**src/rtl/y86_pkg.sv**
```systemverilog
// y86_pkg: shared definitions for the Y86-64 fetch stage.
//   - icode constants I_HALT..I_POPQ
//   - stat codes STAT_AOK/HLT/ADR/INS
//   - RNONE register id (no register)
//   - fetch_state_e enum for the fetch FSM
//   - ifun_legal(): function-code legality check per instruction class
package y86_pkg;

  localparam logic [3:0] I_HALT   = 4'h0;
  localparam logic [3:0] I_NOP    = 4'h1;
  localparam logic [3:0] I_RRMOVQ = 4'h2;
  localparam logic [3:0] I_IRMOVQ = 4'h3;
  localparam logic [3:0] I_RMMOVQ = 4'h4;
  localparam logic [3:0] I_MRMOVQ = 4'h5;
  localparam logic [3:0] I_OPQ    = 4'h6;
  localparam logic [3:0] I_JXX    = 4'h7;
  localparam logic [3:0] I_CALL   = 4'h8;
  localparam logic [3:0] I_RET    = 4'h9;
  localparam logic [3:0] I_PUSHQ  = 4'hA;
  localparam logic [3:0] I_POPQ   = 4'hB;

  localparam logic [1:0] STAT_AOK = 2'b00;
  localparam logic [1:0] STAT_HLT = 2'b01;
  localparam logic [1:0] STAT_ADR = 2'b10;
  localparam logic [1:0] STAT_INS = 2'b11;

  localparam logic [3:0] RNONE = 4'hF;

  typedef enum logic [1:0] {
    ST_IDLE  = 2'd0,
    ST_FETCH = 2'd1,
    ST_HOLD  = 2'd2,
    ST_HALT  = 2'd3
  } fetch_state_e;

  // Conditional moves and jumps have 7 variants, ALU ops 4, everything else 1.
  function automatic logic ifun_legal(input logic [3:0] icode, input logic [3:0] ifun);
    logic ok;
    case (icode)
      I_RRMOVQ, I_JXX: ok = (ifun <= 4'h6);
      I_OPQ:           ok = (ifun <= 4'h3);
      default:         ok = (ifun == 4'h0);
    endcase
    return ok;
  endfunction

endpackage

```
**src/rtl/instr_split.sv**
```systemverilog
// instr_split: combinational splitter of a 10-byte instruction window.
// Ports:
//   window      in  80  bytes pc..pc+9, byte 0 in [7:0]
//   pc          in  64  address of byte 0
//   icode/ifun  out 4   opcode nibbles of byte 0
//   rA/rB       out 4   register ids (RNONE when no register byte)
//   valC        out 64  little-endian constant word (0 when absent)
//   valP        out 64  pc + instruction length, wrapping
//   need_regids out 1   instruction carries a register byte
//   need_valC   out 1   instruction carries an 8-byte constant
//   instr_ok    out 1   icode/ifun combination is legal
module instr_split
  import y86_pkg::*;
(
  input  logic [79:0] window,
  input  logic [63:0] pc,
  output logic [3:0]  icode,
  output logic [3:0]  ifun,
  output logic [3:0]  rA,
  output logic [3:0]  rB,
  output logic [63:0] valC,
  output logic [63:0] valP,
  output logic        need_regids,
  output logic        need_valC,
  output logic        instr_ok
);

  logic [3:0] len_s;

  assign icode = window[7:4];
  assign ifun  = window[3:0];

  // Classify the opcode: which optional byte groups follow byte 0.
  always_comb begin
    need_regids = 1'b0;
    need_valC   = 1'b0;
    case (icode)
      I_RRMOVQ, I_OPQ, I_PUSHQ, I_POPQ: need_regids = 1'b1;
      I_IRMOVQ, I_RMMOVQ, I_MRMOVQ: begin
        need_regids = 1'b1;
        need_valC   = 1'b1;
      end
      I_JXX, I_CALL: need_valC = 1'b1;
      default: begin
        need_regids = 1'b0;
        need_valC   = 1'b0;
      end
    endcase
  end

  // Extract register ids and the constant; its position shifts by one byte
  // when a register byte is present.
  always_comb begin
    rA   = RNONE;
    rB   = RNONE;
    valC = 64'd0;
    if (need_regids) begin
      rA = window[15:12];
      rB = window[11:8];
    end else begin
      rA = RNONE;
      rB = RNONE;
    end
    if (need_valC && need_regids) begin
      valC = window[79:16];
    end else if (need_valC) begin
      valC = window[71:8];
    end else begin
      valC = 64'd0;
    end
  end

  assign len_s    = 4'd1 + (need_regids ? 4'd1 : 4'd0) + (need_valC ? 4'd8 : 4'd0);
  assign valP     = pc + {60'd0, len_s};
  assign instr_ok = (icode <= I_POPQ) && ifun_legal(icode, ifun);

endmodule

```
**src/rtl/fetch_unit.sv**
```systemverilog
// fetch_unit: stateful Y86-64 SEQ fetch stage.
// Owns the PC register, requests the instruction window over a req/ack
// handshake, registers the split fields and holds them until the back end
// retires the instruction with next_pc_valid. Parks in HALT on halt,
// illegal instruction or memory error; only rst leaves HALT.
// Optional feature macro: FETCH_INSTR_CNT_EN adds the 64-bit instr_count
// output (retired instructions, a halt counts as one).
// Ports:
//   clk, rst                synchronous active-high reset
//   next_pc/next_pc_valid   retirement pulse with the following PC
//   imem_req/imem_addr      read request, address = pc
//   imem_ack/imem_data/imem_err  read completion
//   pc, icode, ifun, rA, rB, valC, valP, instr_valid, stat, halted
module fetch_unit
  import y86_pkg::*;
#(
  parameter logic [63:0] RESET_PC = 64'h0
) (
  input  logic        clk,
  input  logic        rst,
  input  logic [63:0] next_pc,
  input  logic        next_pc_valid,
  output logic        imem_req,
  output logic [63:0] imem_addr,
  input  logic        imem_ack,
  input  logic [79:0] imem_data,
  input  logic        imem_err,
  output logic [63:0] pc,
  output logic [3:0]  icode,
  output logic [3:0]  ifun,
  output logic [3:0]  rA,
  output logic [3:0]  rB,
  output logic [63:0] valC,
  output logic [63:0] valP,
  output logic        instr_valid,
  output logic [1:0]  stat,
  output logic        halted
`ifdef FETCH_INSTR_CNT_EN
  ,
  output logic [63:0] instr_count
`endif
);

  fetch_state_e state_r, state_nxt_s;

  logic [63:0] pc_r;
  logic [3:0]  icode_r, ifun_r, ra_r, rb_r;
  logic [63:0] valc_r, valp_r;
  logic        instr_valid_r, halted_r, imem_req_r;
  logic [1:0]  stat_r, stat_nxt_s;

  logic        ack_s, load_s, retire_s, req_nxt_s;

  logic [3:0]  sp_icode_s, sp_ifun_s, sp_ra_s, sp_rb_s;
  logic [63:0] sp_valc_s, sp_valp_s;
  logic        sp_need_regids_s, sp_need_valc_s, sp_ok_s;

  instr_split u_split (
    .window      (imem_data),
    .pc          (pc_r),
    .icode       (sp_icode_s),
    .ifun        (sp_ifun_s),
    .rA          (sp_ra_s),
    .rB          (sp_rb_s),
    .valC        (sp_valc_s),
    .valP        (sp_valp_s),
    .need_regids (sp_need_regids_s),
    .need_valC   (sp_need_valc_s),
    .instr_ok    (sp_ok_s)
  );

  // An ack only counts while our own request is actually on the bus.
  assign ack_s = (state_r == ST_FETCH) && imem_req_r && imem_ack;

  // State register.
  always_ff @(posedge clk) begin
    if (rst) begin
      state_r <= ST_IDLE;
    end else begin
      state_r <= state_nxt_s;
    end
  end

  // Next-state logic.
  always_comb begin
    state_nxt_s = state_r;
    case (state_r)
      ST_IDLE: state_nxt_s = ST_FETCH;
      ST_FETCH: begin
        if (ack_s) begin
          if (imem_err || !sp_ok_s || (sp_icode_s == I_HALT)) begin
            state_nxt_s = ST_HALT;
          end else begin
            state_nxt_s = ST_HOLD;
          end
        end else begin
          state_nxt_s = ST_FETCH;
        end
      end
      ST_HOLD: begin
        if (next_pc_valid) begin
          state_nxt_s = ST_FETCH;
        end else begin
          state_nxt_s = ST_HOLD;
        end
      end
      ST_HALT: state_nxt_s = ST_HALT;
      default: state_nxt_s = ST_IDLE;
    endcase
  end

  // Output/control decode: what the register bank captures this cycle.
  always_comb begin
    load_s     = 1'b0;
    retire_s   = 1'b0;
    req_nxt_s  = 1'b0;
    stat_nxt_s = stat_r;
    case (state_r)
      ST_FETCH: begin
        // The request rises one cycle into FETCH and drops with the ack.
        req_nxt_s = !ack_s;
        if (ack_s) begin
          if (imem_err) begin
            stat_nxt_s = STAT_ADR;
          end else if (!sp_ok_s) begin
            stat_nxt_s = STAT_INS;
          end else if (sp_icode_s == I_HALT) begin
            stat_nxt_s = STAT_HLT;
            load_s     = 1'b1;
          end else begin
            stat_nxt_s = STAT_AOK;
            load_s     = 1'b1;
          end
        end else begin
          stat_nxt_s = stat_r;
        end
      end
      ST_HOLD: retire_s = next_pc_valid;
      ST_IDLE, ST_HALT: begin
        load_s   = 1'b0;
        retire_s = 1'b0;
      end
      default: begin
        load_s   = 1'b0;
        retire_s = 1'b0;
      end
    endcase
  end

  // Architectural PC, decoded fields and status registers.
  always_ff @(posedge clk) begin
    if (rst) begin
      pc_r          <= RESET_PC;
      icode_r       <= I_HALT;
      ifun_r        <= 4'h0;
      ra_r          <= RNONE;
      rb_r          <= RNONE;
      valc_r        <= 64'd0;
      valp_r        <= 64'd0;
      instr_valid_r <= 1'b0;
      stat_r        <= STAT_AOK;
      halted_r      <= 1'b0;
      imem_req_r    <= 1'b0;
    end else begin
      imem_req_r <= req_nxt_s;
      halted_r   <= (state_nxt_s == ST_HALT);
      stat_r     <= stat_nxt_s;
      if (retire_s) begin
        pc_r <= next_pc;
      end
      if (ack_s) begin
        instr_valid_r <= load_s;
      end else if (retire_s) begin
        instr_valid_r <= 1'b0;
      end
      if (load_s) begin
        icode_r <= sp_icode_s;
        ifun_r  <= sp_ifun_s;
        // Redundant gating keeps RNONE/zero even if the splitter misbehaves.
        ra_r    <= sp_need_regids_s ? sp_ra_s : RNONE;
        rb_r    <= sp_need_regids_s ? sp_rb_s : RNONE;
        valc_r  <= sp_need_valc_s ? sp_valc_s : 64'd0;
        valp_r  <= sp_valp_s;
      end
    end
  end

`ifdef FETCH_INSTR_CNT_EN
  logic [63:0] count_r;

  // Retired-instruction counter; a fetched halt is counted once.
  always_ff @(posedge clk) begin
    if (rst) begin
      count_r <= 64'd0;
    end else if (retire_s || (ack_s && (stat_nxt_s == STAT_HLT))) begin
      count_r <= count_r + 64'd1;
    end
  end

  assign instr_count = count_r;
`else
`endif

  assign imem_req    = imem_req_r;
  assign imem_addr   = pc_r;
  assign pc          = pc_r;
  assign icode       = icode_r;
  assign ifun        = ifun_r;
  assign rA          = ra_r;
  assign rB          = rb_r;
  assign valC        = valc_r;
  assign valP        = valp_r;
  assign instr_valid = instr_valid_r;
  assign stat        = stat_r;
  assign halted      = halted_r;

endmodule

```
**config.mk**
```make
export PLATFORM = sky130hd
export DESIGN_NAME = fetch_unit
export DESIGN_NICKNAME = d
export VERILOG_FILES = /design/src/rtl/y86_pkg.sv /design/src/rtl/instr_split.sv /design/src/rtl/fetch_unit.sv
export SDC_FILE = /design/constraint.sdc
export NUM_CORES = 1
export LEC_CHECK = 0
export ABC_AREA = 1
export CORE_MARGIN = 8
export CORE_UTILIZATION = 35
export CTS_CLUSTER_DIAMETER = 30
export DETAILED_ROUTE_END_ITERATION = 6
export PLACE_DENSITY = 0.73
export SLEW_MARGIN = 20
export SYNTH_ARGS = -nofsm -noshare
export SYNTH_HDL_FRONTEND = slang
export SYNTH_HIERARCHICAL = 1
export SYNTH_SLANG_ARGS = --single-unit
```
**constraint.sdc**
```tcl
create_clock -name clk -period 3.2 [get_ports clk]
set_clock_uncertainty 0.1 [all_clocks]
set_input_delay 0.64 -clock clk [delete_from_list [all_inputs] [get_ports clk]]
set_output_delay 0.64 -clock clk [all_outputs]
set_load 0.05 [all_outputs]
```
# --- Word-level counts from Yosys, hierarchy flattened ---
# Cells that the tools add are included.
classes:
  n_addsub: 3
  multipliers: 0
  div: 0
  n_lt_le_gt_ge: 3
  eq_ne: 13
  n_shift: 0
  n_mux: 23
  n_bitwise: 1
  reduce_logical: 17
op_table:
  columns: ["operator", "n"]
  rows:
  - ["$mux W64", 2]
  - ["$add A64 B4 Y64", 1]
  - ["$eq A4 B3 Y1 const B", 4]
  - ["$eq A4 B4 Y1 const B", 3]
  - ["$mux W1", 12]
  - ["$mux W4", 3]
  - ["$eq A4 B2 Y1 const B", 2]
  - ["$logic_not A4 Y1", 2]
  - ["$mux W2", 4]
  - ["$pmux W2 S4", 1]
  - ["$reduce_or A7 Y1", 1]
  - ["$eq A2 B2 Y1 const B", 3]
  - ["$reduce_or A5 Y1", 1]
  - ["$add A1 B4 Y4 const A", 1]
  - ["$add A4 B4 Y4", 1]
  - ["$le A4 B2 Y1 const B", 1]
  - ["$le A4 B3 Y1 const B", 1]
  - ["$le A4 B4 Y1 const B", 1]
  - ["$logic_and A1 B1 Y1", 4]
  - ["$reduce_or A2 Y1", 2]
  - ["$eq A2 B1 Y1 const B", 1]
  - ["$logic_not A1 Y1", 2]
  - ["$logic_not A2 Y1", 1]
  - ["$logic_or A1 B1 Y1", 2]
  - ["other kinds (4)", 4]
totals:
  reg_bits: 215
  latch_bits: 0
  ram_bits: 0
  rom_bits: 0
  elab_cells: 72
  memories: 0

# --- Depth between registers and ports, before layout ---
depth:
  depth_word: 11
  ltp_mapped: 20
  depth_no_buf: 18

# --- Cells and area by module ---
# The synthesis kept the hierarchy.
by_module_without_submodules:
  columns: ["mod", "n_inst", "cells_per_inst", "area_per_inst_um2"]
  rows:
  - ["fetch_unit", 1, 1021, 8154.1]
  - ["instr_split", 1, 758, 3649.8]

# --- Least setup slack after synthesis ---
# No wires, ideal clock.
synth_timing:
  path_kind: "input port to flip-flop"
  from: "input port imem_data[7]"
  to: "register valp_r[62] (netlist: valP[62])"
  setup_ps: 116
  arrival_time_ps: 2882
  path_slack_ps: 102
  cell_stages: 19
  path_cell_list: "inv_1 nand2_1 inv_1 a22oi_2 buf_6 buf_4 ha_1 inv_1 fa_1 inv_1 nand3_1 nand2_4 nand2_4 nor2_4 nand2_2 o21ai_1 nand2_1 o21ai_0 nor2_1"
synth_via:
  elab_cells_between_ends: 26
  classes_between: "3 x add/sub; 1 x order compare; 9 x eq/ne; 9 x mux; 4 x reduce/logical"
synth_rtl:
  columns: ["item", "line_no", "text"]
  rows:
  - ["from (decl)", "fetch_unit.sv:26", "input logic [79:0] imem_data,"]
  - ["$eq A4 B4 Y1, or another cell as far along", "instr_split.sv:37", "case (icode)"]
  - ["$reduce_or A7 Y1 (no line)", null, null]
  - ["$mux W1", "instr_split.sv:37", null]
  - ["$mux W1", "instr_split.sv:73", "assign len_s = 4'd1 + (need_regids ? 4'd1 : 4'd0) + (need_valC ? 4'd8 : 4'd0);"]
  - ["$add A1 B4 Y4", "instr_split.sv:73", null]
  - ["$add A4 B4 Y4 (*)", "instr_split.sv:73", null]
  - ["$add A64 B4 Y64 (*)", "instr_split.sv:74", "assign valP = pc + {60'd0, len_s};"]
  - ["named net sp_valp_s[62]", "fetch_unit.sv:55", "logic [63:0] sp_valc_s, sp_valp_s;"]
  - ["to (signal assigned)", "fetch_unit.sv:183", "valp_r <= sp_valp_s;"]
  - ["to (decl)", "fetch_unit.sv:48", "logic [63:0] valc_r, valp_r;"]
# Mark *: on every way through the listed nets, which the timed path passes. The rest lies on a longest branch.
# A chain may end at the register's enable or synchronous reset.

# --- Worst setup path after layout ---
layout_timing:
  from: "input port imem_data[7]"
  to: "register valp_r[44] (netlist: valP[44])"
# Same word-level chain as after synthesis.

==> run summary <==
CRITICAL PATH
-------------------------------------------------------------------------------------------
Kind of end point of the critical path                                            flip-flop
Worst Setup Path Type                                                             in -> reg
Max FO, Critical Path                                                                     7
Critical path data arrival time                                                     3.30 ns
Critical path data required time                                                    3.56 ns
Reg-to-reg critical path startpoint                                            imem_addr[0]
CP Launch Point                                                                imem_data[7]
Worst Setup Start Kind                                                            input pin

YOSYS
-------------------------------------------------------------------------------------------
Yosys reg bits                                                                          215
Seq/Total Area, Yosys                                                                36.46%
Average size of a mapped cell                                                     6.635 µm²
Netlist Area Pre-Place                                                          0.01180 mm²
Proportion of netlist area held by the largest area contributor                      36.46%
Post-synthesis instance total                                                          1779
Synth warnings                                                                            6
Largest area contributor in the synthesized netlist                            sky130_fd_sc_hd__dfxtp_1
Count of cell types in the netlist                                                       38
Most area-consuming cells after synthesis                                      sky130_fd_sc_hd__dfxtp_1 36%, sky130_fd_sc_hd__nand2_1 13%, sky130_fd_sc_hd__nor2_1 12%
Nets in the synthesized netlist                                                        1932

CTS
-------------------------------------------------------------------------------------------
Post-CTS Hold Buffers                                                                     0
Count of clock tree sinks                                                               215
TritonCTS clock tree                                                                    yes
Number of H-tree levels                                                                   2
CTS buffer count                                                                         53
Clock buffer depth                                                                        3
Source-to-sink clock delay at the later pin of the worst-skew pair                  0.57 ns
Clock transition at the registers of the reported paths                             0.04 ns
Root Buffer                                                                    sky130_fd_sc_hd__clkbuf_16

GLOBAL ROUTING
-------------------------------------------------------------------------------------------
Vias in the first global route                                                        12570
Number of antenna violations at the first check in global routing                         0
Maximum number of pins on one net before global-route repair                             80
Overall fraction of global-route tracks in use                                       23.46%
Total congestion overflow                                                                 0
Wire length of the first global-routing pass                                       72880 µm

CELLS AND AREA
-------------------------------------------------------------------------------------------
Number of nets in the layout                                                           2304
Area occupied by registers                                                     0.004305 mm²
Area taken by multi-input logic gates                                          0.006128 mm²
Number of inserted filler cells in the final layout                                    3161
Area overhead of the layout relative to synthesis                                    52.31%
Fraction of final layout cells sized beyond drive strength 1                         9.808%

POWER
-------------------------------------------------------------------------------------------
Leakage power                                                                      6.973 nW
Logic pwr share                                                                        7.7%
Fraction of power consumed by the clock network                                       61.3%
Total power                                                                        8.760 mW
Peak supply drop                                                                  0.3569 mV
Internal power contribution                                                        6.652 mW
Switching pwr                                                                      2.107 mW
Flop pwr share                                                                        31.0%
Switch share                                                                         24.06%
Ratio of total power to cell area                                              487.2 mW/mm²

FLOORPLAN
-------------------------------------------------------------------------------------------
Overall die area                                                                0.03986 mm²
Num rows                                                                                 67
Total I/O pin count                                                                     426
Vert. Die Dim                                                                      199.6 µm
Chip Width                                                                         199.6 µm
Effective utilization at floorplan                                                   35.38%
Core region area                                                                0.03336 mm²

ROUTING
-------------------------------------------------------------------------------------------
Number of vias after detailed routing                                                 13220
Vias per cell                                                                         5.005
Number of design-rule violations left by the first detailed-router iteration           1007
Sum of routed wire length over all layers                                          49390 µm
Remaining design rule violation count                                                     0
Length of the first detailed-routing pass in iterations                                   6
Avg WL per Cell                                                                    18.70 µm
Antenna Violating Nets Remaining                                                          0

PLACE
-------------------------------------------------------------------------------------------
Placement-stage worst setup slack                                                -0.4136 ns
Port bufs                                                                               425
Global placement routability congestion                                              0.9622
Detailed placement HPWL                                                            37230 µm

TIMING
-------------------------------------------------------------------------------------------
Min setup slack post-route                                                        0.2610 ns
Fin crit share                                                                       91.84%
Number of hold violations in the final report                                             0
Max Clk Rate                                                                      340.3 MHz
Final-report max-slew violation count                                                     0
Normalized max-slew margin                                                           40.41%
Final worst hold slack                                                            0.3501 ns
Shortest period the worst path allows                                              2.939 ns
RSZ-0062 raised after global routing                                                     no
Slew at the pin closest to its max-slew limit                                     0.8938 ns
Fin Setup TNS                                                                          0 ns
Final setup fails                                                                         0

HOLD PATH
-------------------------------------------------------------------------------------------
Hold/Removal Path Class                                                          reg -> reg
Hold wc startpoint                                                                 valC[48]

FLOW RUN
-------------------------------------------------------------------------------------------
Number of max-capacitance violations reported                                             0

OUTCOME
-------------------------------------------------------------------------------------------
Outcome                                                                           completed

## per-layer routing
layer,part of all wire (%),global-route usage [%]
met1,42,29.63
met2,46,37.44
met4,3.0,9.155
met3,9.1,6.568
met5,0,0
## final timing paths
| kind | endpoint | slack (ns) | cells after the start |
|---|---|---|---|
| setup / recovery | valP[44] | 0.26 | 19 |
| hold / removal | valC[48] | 0.35 | 2 |
| setup reg to reg | valP[44] | 0.87 | 13 |
| hold reg to reg | valC[48] | 0.35 | 2 |
## what timing repair did
item | CTS | global route
endpoints found under the setup margin | 0 | 15
gates resized for setup | 0 | 8
buffers inserted | 0 | 1
## layout by cell type (no fill, tap or decap), drive strengths merged
cell           synthesis  final
o21bai                 1      1
clkinvlp               0     11
nor3b                  1      1
xnor2                 21     21
xor2                  15     15
nand2                438    438
and2                   5      5
ha                     3      3
inv                   79     80
clkinv                 1     11
fa                     1      1
nor3                   6      6
clkbuf                37     68
diode                  0      2
o21ai                155    155
nor2                 389    389
dfxtp                215    215
a22oi                  1      1
nand3b                11     11
nand4                 83     83
a21oi                 85     85
bufinv                 0      6
nand3                 92     92
or2                    1      1
clkdlybuf4s50          0    424
buf                  139     69
## cell families after synthesis
| logic type | synth area share [%] |
|---|---|
| fa+ha+maj | 0.4876 |
| xor+xnor | 2.671 |
| flops | 36.46 |
| simple gates | 38.23 |
| buf+inv | 11.80 |
| compound gates | 10.35 |
## Yosys cell counts, drive strengths merged
cell type	count
a21oi	85
a22oi	1
and2	5
buf	139
clkbuf	37
clkinv	1
dfxtp	215
fa	1
ha	3
inv	79
nand2	438
nand3	92
nand3b	11
nand4	83
nor2	389
nor3	6
nor3b	1
o21ai	155
o21bai	1
or2	1
xnor2	21
xor2	15
## state kept, by name, indices dropped and copies added, names as in the netlist
name and cells:
halted 1, icode 4, ifun 4, imem_addr 64, imem_req 1, instr_valid 1, rA 4, rB 4
stat 2, state_r 2, valC 64, valP 64
## power groups by stage
| stage | Clock [mW] | Combinational (mW) | Sequential [mW] |
|---|---|---|---|
| 2_1_floorplan | 0 | 0.330 | 2.80 |
| 3_3_place_gp | 0 | 0.655 | 2.77 |
| 3_5_place_dp | 0 | 0.660 | 2.77 |
| 4_1_cts | 5.46 | 0.663 | 2.72 |
| 5_1_grt | 5.59 | 0.725 | 2.72 |
| 6_report | 5.37 | 0.672 | 2.72 |
## critical path, cell delays in order
cell and delay [ns]:
sky130_fd_sc_hd__clkdlybuf4s50_1 0.48, sky130_fd_sc_hd__inv_1 0.06, sky130_fd_sc_hd__nand2_1 0.08, sky130_fd_sc_hd__inv_1 0.07, sky130_fd_sc_hd__a22oi_2 0.16, sky130_fd_sc_hd__buf_6 0.14, sky130_fd_sc_hd__ha_1 0.16, sky130_fd_sc_hd__inv_1 0.06
sky130_fd_sc_hd__fa_2 0.34, sky130_fd_sc_hd__inv_1 0.08, sky130_fd_sc_hd__nand3_1 0.11, sky130_fd_sc_hd__nand2_4 0.18, sky130_fd_sc_hd__nand2_4 0.10, sky130_fd_sc_hd__nor2_1 0.12, sky130_fd_sc_hd__nand2_2 0.09, sky130_fd_sc_hd__o21ai_1 0.14
sky130_fd_sc_hd__nand2_1 0.07, sky130_fd_sc_hd__o21ai_0 0.17, sky130_fd_sc_hd__nor2_1 0.05
## metrics by stage
stage               cells  util (%)  instance area, µm²
finish               2642     53.89               17980
floorplan            1779         -               11800
global placement     2543     48.40               16150
detailed placement   2543     48.40               16150
global route         2640     53.87               17970
CTS                  2639     53.82               17960
## final cells by class
class | count | area share [%]
multi-input cells | 1308 | 34.09
repair buffers | 493 | 27.07
flip-flops and latches | 215 | 23.95
clock buffers | 68 | 8.080
well taps | 448 | 3.118
clock inverters | 28 | 1.976
inverters | 80 | 1.698
diodes | 2 | 0.02784
Note: power is estimated with default switching activity, not from simulation.
